$ cat config.mk
export PLATFORM = sky130hd
export DESIGN_NAME = write_back_arbiter_flat
export DESIGN_NICKNAME = d
export VERILOG_FILES = /design/src/rtl/write_back_arbiter_if.sv /design/src/rtl/write_back_arbiter.sv /design/src/flat_wrapper.sv
export SDC_FILE = /design/constraint.sdc
export NUM_CORES = 1
export LEC_CHECK = 0
export ABC_CLOCK_PERIOD_IN_PS = 2800
export CORE_MARGIN = 3
export CORE_UTILIZATION = 35
export CTS_CLUSTER_SIZE = 16
export DETAILED_ROUTE_END_ITERATION = 16
export PLACE_DENSITY = 0.84
export SLEW_MARGIN = 5
export SYNTH_ARGS = -nofsm -noshare
export SYNTH_HDL_FRONTEND = slang
export SYNTH_SLANG_ARGS = --single-unit
$ cat constraint.sdc
create_clock -name clk -period 2.8 [get_ports clk]
set_input_delay 0.42 -clock clk [delete_from_list [all_inputs] [get_ports clk]]
set_output_delay 0.42 -clock clk [all_outputs]
set_load 0.02 [all_outputs]
$ cat src/rtl/write_back_arbiter_if.sv
// Request/write-back bundle between three requesters, the arbiter and the
// downstream write-back stage. The arbiter uses the slave side.
interface write_back_arbiter_if #(
   parameter int DATA_W = 8,
   parameter int ADDR_W = 4
);
   logic [2:0]          req_valid;
   logic [3*ADDR_W-1:0] req_addr;
   logic [3*DATA_W-1:0] req_data;
   logic [2:0]          req_ready;
   logic                wb_valid;
   logic [ADDR_W-1:0]   wb_addr;
   logic [DATA_W-1:0]   wb_data;
   logic [1:0]          wb_src;
   logic                wb_ready;

   modport master (
      output req_valid, req_addr, req_data, wb_ready,
      input  req_ready, wb_valid, wb_addr, wb_data, wb_src
   );

   modport slave (
      input  req_valid, req_addr, req_data, wb_ready,
      output req_ready, wb_valid, wb_addr, wb_data, wb_src
   );
endinterface

$ cat src/rtl/write_back_arbiter.sv
// Round-robin arbiter sharing one registered write-back port among three
// valid/ready requesters, with flush and downstream back-pressure.
module write_back_arbiter #(
   parameter int DATA_W = 8,
   parameter int ADDR_W = 4
) (
   input  logic                 clk,
   input  logic                 rst_n,
   input  logic                 flush,
   write_back_arbiter_if.slave  bus
);

   localparam int NUM_REQ = 3;

   logic [NUM_REQ-1:0][ADDR_W-1:0] addr_a;
   logic [NUM_REQ-1:0][DATA_W-1:0] data_a;

   for (genvar g = 0; g < NUM_REQ; g++) begin : g_unpack
      assign addr_a[g] = bus.req_addr[g*ADDR_W +: ADDR_W];
      assign data_a[g] = bus.req_data[g*DATA_W +: DATA_W];
   end

   logic              wb_valid_q, wb_valid_d;
   logic [ADDR_W-1:0] wb_addr_q,  wb_addr_d;
   logic [DATA_W-1:0] wb_data_q,  wb_data_d;
   logic [1:0]        wb_src_q,   wb_src_d;
   logic [1:0]        last_q,     last_d;

   logic       load, take, gnt_vld;
   logic [1:0] gnt_idx, start, cand;
   logic [ADDR_W-1:0] sel_addr;
   logic [DATA_W-1:0] sel_data;

   function automatic logic [1:0] wrap3(input logic [2:0] x);
      return (x >= 3'd3) ? 2'(x - 3'd3) : x[1:0];
   endfunction

   assign load  = !wb_valid_q || bus.wb_ready;
   assign start = wrap3({1'b0, last_q} + 3'd1);

   // Rotate-priority scan starting just after the last winner.
   always_comb begin
      gnt_vld = 1'b0;
      gnt_idx = 2'd0;
      cand    = 2'd0;
      for (int k = 0; k < NUM_REQ; k++) begin
         cand = wrap3({1'b0, start} + 3'(k));
         if (!gnt_vld && bus.req_valid[cand]) begin
            gnt_vld = 1'b1;
            gnt_idx = cand;
         end
      end
   end

   // rst_n gates ready so nothing is accepted while reset is held.
   assign take          = rst_n && load && !flush && gnt_vld;
   assign bus.req_ready = take ? 3'(3'b001 << gnt_idx) : 3'b000;

   always_comb begin
      case (gnt_idx)
         2'd1:    begin sel_addr = addr_a[1]; sel_data = data_a[1]; end
         2'd2:    begin sel_addr = addr_a[2]; sel_data = data_a[2]; end
         default: begin sel_addr = addr_a[0]; sel_data = data_a[0]; end
      endcase
   end

   always_comb begin
      wb_valid_d = wb_valid_q;
      wb_addr_d  = wb_addr_q;
      wb_data_d  = wb_data_q;
      wb_src_d   = wb_src_q;
      last_d     = last_q;
      if (flush) begin
         wb_valid_d = 1'b0;
         last_d     = 2'd2;
      end else if (take) begin
         wb_valid_d = 1'b1;
         wb_addr_d  = sel_addr;
         wb_data_d  = sel_data;
         wb_src_d   = gnt_idx;
         last_d     = gnt_idx;
      end else if (load) begin
         wb_valid_d = 1'b0;
      end
   end

   always_ff @(posedge clk or negedge rst_n) begin
      if (!rst_n) begin
         wb_valid_q <= 1'b0;
         wb_addr_q  <= '0;
         wb_data_q  <= '0;
         wb_src_q   <= 2'd0;
         last_q     <= 2'd2;
      end else begin
         wb_valid_q <= wb_valid_d;
         wb_addr_q  <= wb_addr_d;
         wb_data_q  <= wb_data_d;
         wb_src_q   <= wb_src_d;
         last_q     <= last_d;
      end
   end

   assign bus.wb_valid = wb_valid_q;
   assign bus.wb_addr  = wb_addr_q;
   assign bus.wb_data  = wb_data_q;
   assign bus.wb_src   = wb_src_q;

endmodule

$ cat src/flat_wrapper.sv
// flat-port wrapper written by rule: the top's interface ports become plain ports
module write_back_arbiter_flat 
#(
   parameter int DATA_W = 8,
   parameter int ADDR_W = 4
)
  (clk, rst_n, flush, bus_req_valid, bus_req_addr, bus_req_data, bus_wb_ready, bus_req_ready, bus_wb_valid, bus_wb_addr, bus_wb_data, bus_wb_src);
  write_back_arbiter_if #(.DATA_W(DATA_W), .ADDR_W(ADDR_W)) bus_i ();
  input  logic clk;
  input  logic rst_n;
  input  logic flush;
  input wire logic [$bits(bus_i.req_valid)-1:0] bus_req_valid;
  input wire logic [$bits(bus_i.req_addr)-1:0] bus_req_addr;
  input wire logic [$bits(bus_i.req_data)-1:0] bus_req_data;
  input wire logic [$bits(bus_i.wb_ready)-1:0] bus_wb_ready;
  output wire logic [$bits(bus_i.req_ready)-1:0] bus_req_ready;
  output wire logic [$bits(bus_i.wb_valid)-1:0] bus_wb_valid;
  output wire logic [$bits(bus_i.wb_addr)-1:0] bus_wb_addr;
  output wire logic [$bits(bus_i.wb_data)-1:0] bus_wb_data;
  output wire logic [$bits(bus_i.wb_src)-1:0] bus_wb_src;
  assign bus_i.req_valid = bus_req_valid;
  assign bus_i.req_addr = bus_req_addr;
  assign bus_i.req_data = bus_req_data;
  assign bus_i.wb_ready = bus_wb_ready;
  assign bus_req_ready = bus_i.req_ready;
  assign bus_wb_valid = bus_i.wb_valid;
  assign bus_wb_addr = bus_i.wb_addr;
  assign bus_wb_data = bus_i.wb_data;
  assign bus_wb_src = bus_i.wb_src;
  write_back_arbiter #(.DATA_W(DATA_W), .ADDR_W(ADDR_W)) u_core (.clk(clk), .rst_n(rst_n), .flush(flush), .bus(bus_i));
endmodule
After elaboration in Yosys (flattened, before gate mapping)
Index checks and enable logic that the tools add are counted.
Operators by class
  add/sub/neg operators: 7
  magnitude comparators: 7
  equal/unequal tests: 2
  shift-type cells: 1
  multiplexer cells: 24
  bitwise logic cells: 1
  reductions and logical operators: 13
Operators by type and width (count)
  2-bit 2-to-1 mux: 9
  8-bit case mux with 2 select lines: 1
  3-bit by 2-bit >= comparator with 1-bit output, second input constant: 3
  2-bit by 3-bit less-than comparator with 1-bit output, second input constant: 3
  1-bit 2-to-1 mux: 9
  4-bit case mux with 2 select lines: 1
  2-bit subtractor, second input constant: 4
  2-bit by 1-bit adder with 3-bit output, second input constant: 2
  1-bit binary-select mux with 2-bit select: 3
  1-bit logical AND: 5
  1-bit zero test: 4
  2-bit by 2-bit adder with 3-bit output, second input constant: 1
  3-bit 2-to-1 mux: 1
  3-bit nonzero test: 1
  1-bit by 2-bit << shifter with 3-bit output, first input constant: 1
  2-bit by 1-bit equality test with 1-bit output, second input constant: 1
  2-bit equality test, second input constant: 1
  2-bit >= comparator, second input constant: 1
  2-bit AND reduction: 1
  2-bit nonzero test: 1
  1-bit logical OR: 1
  1-bit inverter: 1
Word-level totals
  register bits after elaboration: 17
  output and inout bits: 18
  word-level logic and storage cells: 60

Logic depth before layout (Yosys ltp)
Gate-level depths: netlist of the first run.
  word-level depth: 17
  depth in mapped cells: 14
  depth with buffers taken out: 12

Least setup slack after synthesis of the first run
OpenSTA, ideal clock, no wires.
  kind: flip-flop to output port
  start point: register u_core.last_q[1]
  end point: output port bus_req_ready[1]
  arrival time: 2.463 ns
  required time: 2.380 ns
  path slack: -0.083 ns
  cell stages (with the launch flop): 12
  path through: dfstp_2 > ha_1 > buf_6 > mux2i_2 > a32oi_1 > a21oi_1 > a211o_1 > inv_1 > ha_1 > clkbuf_1 > inv_1 > nor2_1
On the way
  word-level cells in the longest chain between the ends: 16
Ends and longest elaborated chain
  from (decl): line write_back_arbiter.sv:27  | logic [1:0] last_q, last_d;
  from (signal assigned): line write_back_arbiter.sv:99  | last_q <= last_d;
  2-bit by 1-bit adder with 3-bit output *: line write_back_arbiter.sv:39  | assign start = wrap3({1'b0, last_q} + 3'd1);
  3-bit by 2-bit >= comparator with 1-bit output / 2-bit subtractor (equally long branches): line write_back_arbiter.sv:35  | return (x >= 3'd3) ? 2'(x - 3'd3) : x[1:0];
  2-bit 2-to-1 mux *: line write_back_arbiter.sv:35
  branches (longest 10 deep; another with 2-bit by 1-bit adder with 3-bit output)
  2-bit 2-to-1 mux *: line write_back_arbiter.sv:48  | if (!gnt_vld && bus.req_valid[cand]) begin
  named net u_core.gnt_idx[0]: line write_back_arbiter.sv:30  | logic [1:0] gnt_idx, start, cand;
  1-bit by 2-bit << shifter with 3-bit output *: line write_back_arbiter.sv:57  | assign bus.req_ready = take ? 3'(3'b001 << gnt_idx) : 3'b000;
  3-bit 2-to-1 mux *: line write_back_arbiter.sv:57
  to (decl): line flat_wrapper.sv:16  | output wire logic [$bits(bus_i.req_ready)-1:0] bus_req_ready;
Mark *: on every way through the listed nets, which the timed path passes. The select of a mux whose other input is x is not followed.

Worst setup path in the final report of the first run
  start point: register u_core.last_q[1]
  end point: output port bus_req_ready[2]
On the way
  word-level cells in the longest chain between the ends: 16
Ends and longest elaborated chain (line)
  2-bit by 1-bit adder with 3-bit output *: write_back_arbiter.sv:39
  3-bit by 2-bit >= comparator with 1-bit output / 2-bit subtractor (equally long branches): write_back_arbiter.sv:35
  2-bit 2-to-1 mux *: write_back_arbiter.sv:35
  branches (longest 12 deep; another with 2-bit by 1-bit adder with 3-bit output)
  3-bit 2-to-1 mux *: write_back_arbiter.sv:57
Mark *: on every way between the ends. The select of a mux whose other input is x is not followed.

==> results of run 1 <==
==> cells in the mapped netlist (all sizes together), types with 2 or more instances <==
cell,n,area share
o31ai,2,0.025
inv,10,0.032
mux2i,2,0.020
nand3b,4,0.026
a22oi,13,0.084
dfrtp,16,0.34
nand2,15,0.048
o21ai,17,0.079
nor2,17,0.055
a21oi,17,0.073
ha,7,0.075
nand2b,4,0.021
buf,5,0.042
clkbuf,3,0.0097
==> worst paths after layout <==
| kind | startpoint | to | slack, ns | cells after the start |
|---|---|---|---|---|
| hold / removal | rst_n | u_core.bus.wb_valid$_DFFE_PN0P_ | 0.47 | 2 |
| hold reg to reg | u_core.bus.wb_data[2]$_DFFE_PN0P_ | u_core.bus.wb_data[2]$_DFFE_PN0P_ | 0.48 | 2 |
| max in group asynchronous | rst_n | u_core.last_q[1]$_DFFE_PN1P_ | 2.08 | 2 |
| setup reg to reg | u_core.last_q[1]$_DFFE_PN1P_ | u_core.bus.wb_data[7]$_DFFE_PN0P_ | 0.15 | 10 |
| min in group clk | u_core.bus.wb_data[2]$_DFFE_PN0P_ | u_core.bus.wb_data[2]$_DFFE_PN0P_ | 0.48 | 2 |
| setup / recovery | u_core.last_q[1]$_DFFE_PN1P_ | bus_req_ready[2] | 0.003 | 10 |
==> registers in the layout (all words and copies together) (netlist names) <==
name	count
u_core.bus.wb_addr	4
u_core.bus.wb_data	8
u_core.bus.wb_src	2
u_core.bus.wb_valid	1
u_core.last_q	2
==> cell type report <==
type,instances,area (µm²),area share
Sequential cell,17,427,0.215
Timing Repair Buffer,79,737,0.372
Inverter,10,37.5,0.0189
Clock buffer,3,22.5,0.0114
Clock inverter,1,5.00,0.00253
Tap cell,44,55.1,0.0278
Multi-Input combinational cell,105,698,0.352
==> through the flow <==
step                      instances  hold slack [ns]  power [mW]  TNS, ns   util
after floorplan                 140            0.124        1.36        0      -
after global placement          251            0.463        1.87   -0.736  0.601
after detailed placement        251            0.470        1.89    -1.49  0.601
after CTS                       256            0.479        2.07        0  0.614
after global routing            259            0.498        2.36   -0.260  0.634
final                           259            0.472        2.16        0  0.634
==> routing by layer <==
metal / global-route usage / wire [µm] / share of wire
met3: 0.0107 / 130 / 0.038
met2: 0.269 / 1710 / 0.50
met1: 0.235 / 1600 / 0.47
met4: 0.0323 / 0 / 0
met5: 0 / 0 / 0
==> kinds of logic (layout without fill, tap and decap cells) <==
| group | Yosys count | after routing | synth area share |
|---|---|---|---|
| simple gates | 43 | 43 | 0.167 |
| fa+ha+maj | 7 | 7 | 0.0751 |
| buf+inv | 18 | 93 | 0.0837 |
| mux | 2 | 2 | 0.0204 |
| compound gates | 53 | 53 | 0.288 |
| flops | 17 | 17 | 0.366 |
==> power by group through the flow <==
stage | clock network [mW] | logic [mW] | registers (mW)
4_1_cts | 0.130 | 1.53 | 0.409
6_report | 0.131 | 1.62 | 0.410
3_5_place_dp | 0 | 1.48 | 0.412
5_1_grt | 0.143 | 1.79 | 0.420
3_3_place_gp | 0 | 1.46 | 0.410
2_1_floorplan | 0 | 0.850 | 0.513
==> worst register-to-register path: cells and delay by family (launching register included) <==
| family | cells | cell delay, ns |
|---|---|---|
| AOI/OAI and AO/OA | 4 | 0.56 |
| adders and majority gates | 2 | 0.78 |
| buffers and inverters | 2 | 0.22 |
| DFF | 1 | 0.60 |
| muxes | 1 | 0.25 |
| and+or+nand+nor | 1 | 0.13 |
==> what timing repair did <==
item                       4_1_cts  5_1_grt
pin swaps                        2        6
setup buffers                    1        3
resized for setup               16       10
hold buffers                     0        0
setup endpoints to repair       13       10
==> results by group, run 1 <==
Outcome
  – Outcome: complete, no violations

Pwr
  – Total power divided by cell area: 1090 nW/µm²
  – Part of the power in combinational logic: 0.749
  – Part of the power in registers: 0.190
  – P_leak: 0.829 nW
  – Clock power frac: 0.061
  – NetSw: 1.00 mW
  – Peak VDD IR: 0.922 mV
  – Switching share of power: 0.464
  – Int Power: 1.16 mW

Critical path
  – Family with the most delay on the worst path: compound AO/OA/AOI/OAI gates
  – Crit path buffers/inverters: 3
  – Critical path data arrival time: 2.38 ns
  – CP Capture Type: output pin
  – Worst setup SP type: flop
  – CP required: 2.38 ns
  – Slowest-stage cell, CP: dfstp_2
  – Critical setup path kind: flop to output pin
  – Max FO, Critical Path: 4
  – Critical path cell sequence: inv_2, ha_2, nand2b_4, a32oi_1, a21oi_1, a211o_1, ha_1, inv_1, nor2_2, buf_2
  – Crit-path max cell delay: 0.60 ns

Floorplanning
  – DIE HEIGHT: 63.7 µm
  – Die area: 4060 µm²
  – Ports: 61
  – Chip width: 63.7 µm
  – # rows: 20
  – Core box area: 3130 µm²
  – Starting density of the core: 0.373

Worst hold path
  – HP Class: input port to asynchronous set/reset pin

Finish
  – Fillers: 251
  – Area grow syn2layout: 70.0%
  – Commonest non-fill, non-tap cell in the layout: clkdlybuf4s50_1
  – Commonest cells after routing, fill and taps aside: clkdlybuf4s50_1 (57), buf_4 (20), a21oi_1 (17)
  – NumNets Final: 266
  – # diodes: 0
  – Post-Layout Inst Area: 1980 µm²
  – Fraction of layout cells with a size suffix above 1: 0.195

Drt
  – Antenna Nets Post-Route: 0
  – Via count: 1251
  – WL final: 3.45 mm
  – Via density: 4.83
  – Initial drt markers: 61
  – Drt drc: 0
  – WL/cell: 13.3 µm
  – Drt pass-1 iters: 4

Clock network
  – CTS H-Tree Depth: 1
  – Total CTS buffers: 3
  – CTS Root Cell: clkbuf_4
  – CTS max path bufs: 2
  – Sink Count: 17
  – CTS tree: yes
  – Worst-path clk slew: 0.10 ns
  – Worst-skew pair later-pin latency: 0.29 ns

Logic synthesis
  – Post-synthesis sequential area ratio: 0.366
  – Async set or reset register ratio after synthesis: 1.00
  – Synthesized area per cell: 8.33 µm²
  – Post-synthesis cell count: 140
  – Top FF cell, synth: dfrtp_1
  – Post-synthesis cell type count: 27
  – Seq cells post-synth: 17
  – Yosys warning count: 0
  – Post-synth EDFFs: 0
  – Post-Syn Area: 1170 µm²
  – Syn Nets: 190

Global route
  – Largest net degree at the start of global routing: 25
  – Total grt overflow: 0
  – GRT Util Overall: 0.163
  – First-pass GRT wire length: 5.38 mm
  – Initial antenna violation count: 0
  – Vias in the first global route: 1140

Placement
  – DPL Wire Length: 2.58 mm
  – DP Area: 1880 µm²
  – Pre-CTS setup slack: -0.261 ns
  – Gpl congestion: 0.940
  – I/O Buffers: 60

STA
  – Fin crit share: 0.999
  – Setup ws final: 0.00251 ns
  – RSZ-0062 raised after global routing: yes
  – Final setup violation count: 0
  – Final Hold Vio Count: 0
  – Worst slew margin: 0.746
  – Minimum clock period: 2.80 ns
  – Worst-margin pin slew: 0.381 ns
  – Final Skew: 0.00148 ns
  – Fmax: 357 MHz
  – Slew Limit Fails: 0

Run
  – Max Cap Violations: 0
No activity file was read; power rests on OpenSTA's default activity.
==> inputs of run 2 (changes only) <==
--- a/config.mk
+++ b/config.mk
@@ -7,10 +7,11 @@
 export LEC_CHECK = 0
 export ABC_CLOCK_PERIOD_IN_PS = 2800
 export CORE_MARGIN = 3
-export CORE_UTILIZATION = 35
+export CORE_UTILIZATION = 55
 export CTS_CLUSTER_SIZE = 16
 export DETAILED_ROUTE_END_ITERATION = 16
-export PLACE_DENSITY = 0.84
+export DONT_BUFFER_PORTS = 1
+export PLACE_DENSITY = 0.82
 export SLEW_MARGIN = 5
 export SYNTH_ARGS = -nofsm -noshare
 export SYNTH_HDL_FRONTEND = slang
==> run 2 against run 1 <==
Net effect:
- the flow now finishes with violations (setup timing)
- combinational power decreased by 7%
- critical path depth unchanged
- clock skew increased by 0.0016 ns
- routed wire length decreased by 9.3%
- first-iteration DRC count decreased by 20%
- final cell count decreased by 31%
- highest routed layer is now met4
- global-route usage increased by 6.3 points
- sequential share of layout area increased by 8.3 points
- design area decreased by 28%
==> results by group, run 2 (synthesized netlist as in run 1, its figures left out) <==
Finish
  – Commonest cells after routing, fill and taps aside: dfrtp_1 (16), nand2_1 (15), nor2_1 (14)
  – # diodes: 0 (unchanged)
  – Post-Layout Inst Area: 1430 µm² (-28%)
  – Multi-input logic area: 782 µm² (+12%)
  – Sequential cell area: 427 µm² (unchanged)
  – NumNets Final: 202 (-24%)
  – Area grow syn2layout: 22.6%
  – Final Non-Filler Cells: 178 (-31%)
  – Fillers: 150 (-40%)
  – Max FFs per register: 8 (unchanged)
  – Commonest non-fill, non-tap cell in the layout: dfrtp_1
  – Fraction of layout cells with a size suffix above 1: 0.325 (+0.129)

STA
  – RSZ-0062 raised after global routing: yes
  – Final Hold Vio Count: 0 (unchanged)
  – Setup_tns: -0.0913 ns (-0.0913 ns)
  – Final setup violation count: 3 (+3)
  – Final Skew: 0.00304 ns (+0.00156 ns)
  – Fmax: 351 MHz (-1.8%)
  – Slew Limit Fails: 0 (unchanged)
  – Fin crit share: 1.02 (+0.0184)
  – Setup ws final: -0.0490 ns (-0.0515 ns)
  – Minimum clock period: 2.85 ns (+0.0515 ns)
  – Worst-margin pin slew: 0.743 ns (+0.362 ns)
  – Final hold slack: 0.236 ns (-0.236 ns)
  – Worst slew margin: 0.503 (-0.243)

Drt
  – WL final: 3.13 mm (-9.3%)
  – Drt drc: 0 (unchanged)
  – Antenna Nets Post-Route: 0 (unchanged)
  – Via count: 1078 (-14%)
  – Via density: 6.06 (+25%)
  – Drt pass-1 iters: 4 (unchanged)
  – WL/cell: 17.6 µm (+32%)
  – Initial drt markers: 49 (-20%)

Critical path
  – CP required: 2.38 ns (about the same)
  – Critical path data arrival time: 2.43 ns (+0.05 ns)
  – Crit path buffers/inverters: 3 (unchanged)
  – Critical R2R Capture: u_core.bus.wb_addr[3]$_DFFE_PN0P_
  – CP Launch Point: u_core.last_q[1]$_DFFE_PN1P_
  – Critical setup path kind: flop to output pin
  – CP Capture Type: output pin
  – R2R Path Start: u_core.last_q[1]$_DFFE_PN1P_
  – Family with the most delay on the worst path: flip-flops
  – Slowest-stage cell, CP: dfstp_2
  – Crit-path max cell delay: 0.60 ns (about the same)
  – Max FO, Critical Path: 5 (+1)
  – Cells on worst reg2reg path: 13 (+3)
  – Reg2Reg Setup Slack: 0.04 ns (-0.11 ns)
  – Critical path cell sequence: inv_1, ha_1, nand3b_1, nand3_1, a21oi_1, a211o_1, buf_4, ha_4, inv_2, nor2_4
  – Worst setup SP type: flop
  – WP depth: 10 (unchanged)

Floorplanning
  – Core box area: 1980 µm² (-37%)
  – Starting density of the core: 0.588 (+0.216)
  – Ports: 61 (unchanged)
  – Chip width: 52.0 µm (-18%)
  – DIE HEIGHT: 52.0 µm (-18%)
  – Die area: 2710 µm² (-33%)
  – # rows: 16 (-20%)

Global route
  – Initial antenna violation count: 0 (unchanged)
  – First-pass GRT wire length: 4.55 mm (-15%)
  – Largest net degree at the start of global routing: 33 (+32%)
  – Total grt overflow: 0 (unchanged)
  – Vias in the first global route: 981 (-14%)
  – GRT Util Overall: 0.227 (+0.0633)

Placement
  – Gpl congestion: 0.851 (-9.5%)
  – I/O Buffers: 0 (-100%)
  – Placed Cells incl. Taps: 167 (-33%)
  – DP Area: 1200 µm² (-36%)
  – DPL Wire Length: 2.23 mm (-14%)

Clock network
  – Sink Count: 17 (unchanged)
  – Worst-skew pair later-pin latency: 0.29 ns (about the same)
  – Worst-path clk slew: 0.09 ns (about the same)
  – CTS H-Tree Depth: 1 (unchanged)
  – CTS Root Cell: clkbuf_4
  – CTS tree: yes
  – CTS max path bufs: 2 (unchanged)
  – Total CTS buffers: 3 (unchanged)

Pwr
  – Total power divided by cell area: 1510 nW/µm² (+39%)
  – Part of the power in combinational logic: 0.694 (-0.055)
  – Switching share of power: 0.507 (+0.0433)
  – Int Power: 1.06 mW (-8.1%)
  – Clock power frac: 0.060 (about the same)
  – NetSw: 1.09 mW (+9.3%)
  – Peak VDD IR: 1.30 mV (+41%)
  – Part of the power in registers: 0.247 (+0.057)
  – P_leak: 0.586 nW (-29%)

Worst hold path
  – Hold depth: 1
  – HP Class: input port to flop
  – Min-delay src: flush
  – Min-Delay Endpoint: u_core.bus.wb_valid$_DFFE_PN0P_

Outcome
  – Outcome: complete, but fails checks
  – Violated checks: setup timing

Run
  – Max Cap Violations: 0 (unchanged)
## run 2: cell count changes in the layout (fill, tap and decap cells not counted), moves of 3 or more
cell             previous run  this run
clkdlybuf4s50_1            57         0
inv_1                       8         5
a21oi_2                     0         4
a21oi_1                    17        13
a22oi_2                     0         5
buf_4                      20        12
a22oi_1                    13         8
inv_2                       2         5
## run 2: final cells by class
type,count,share of cell area
well taps,27,0.0236
inverters,10,0.0262
clock buffers,3,0.0157
repair buffers,15,0.0857
flip-flops and latches,17,0.298
multi-input cells,105,0.547
clock inverters,1,0.00350
## run 2: worst max-delay path by stage
stage | endpoint | slack [ns]
2_1_floorplan | bus_req_ready[2] | 0.05
3_3_place_gp | bus_req_ready[1] | 0.13
3_5_place_dp | bus_req_ready[1] | 0.009
4_1_cts | bus_req_ready[1] | 0.005
5_1_grt | bus_req_ready[2] | -0.15
6_report | bus_req_ready[2] | -0.05
## run 2: layer usage
metal,GRT usage,vias up,share of wire
met2,0.356,51,0.47
li1,-,515,-
met5,0,-,0
met3,0.0516,4,0.084
met1,0.302,508,0.43
met4,0.0830,0,0.012
## run 2: power by group through the flow
stage / sequential, mW / combinational [mW] / clock, mW
CTS: 0.532 / 1.22 / 0.131
finish: 0.532 / 1.50 / 0.129
detailed placement: 0.536 / 1.09 / 0
floorplan: 0.513 / 0.850 / 0
global route: 0.545 / 1.65 / 0.141
global placement: 0.529 / 1.03 / 0
## run 2: repair_timing
action,4_1_cts,5_1_grt
pin swaps,4,10
buffers inserted,1,5
hold buffers,1,0
endpoints found under the setup margin,3,6
hold endpoints to repair,17,0
gates resized for setup,11,24
## run 2: per-stage QoR
stage	util	setup slack, ns	power (mW)
2_1_floorplan	-	0.0545	1.36
6_report	0.722	-0.0490	2.16
5_1_grt	0.722	-0.149	2.34
4_1_cts	0.658	0.00508	1.88
3_3_place_gp	0.608	0.129	1.56
3_5_place_dp	0.608	0.00893	1.62
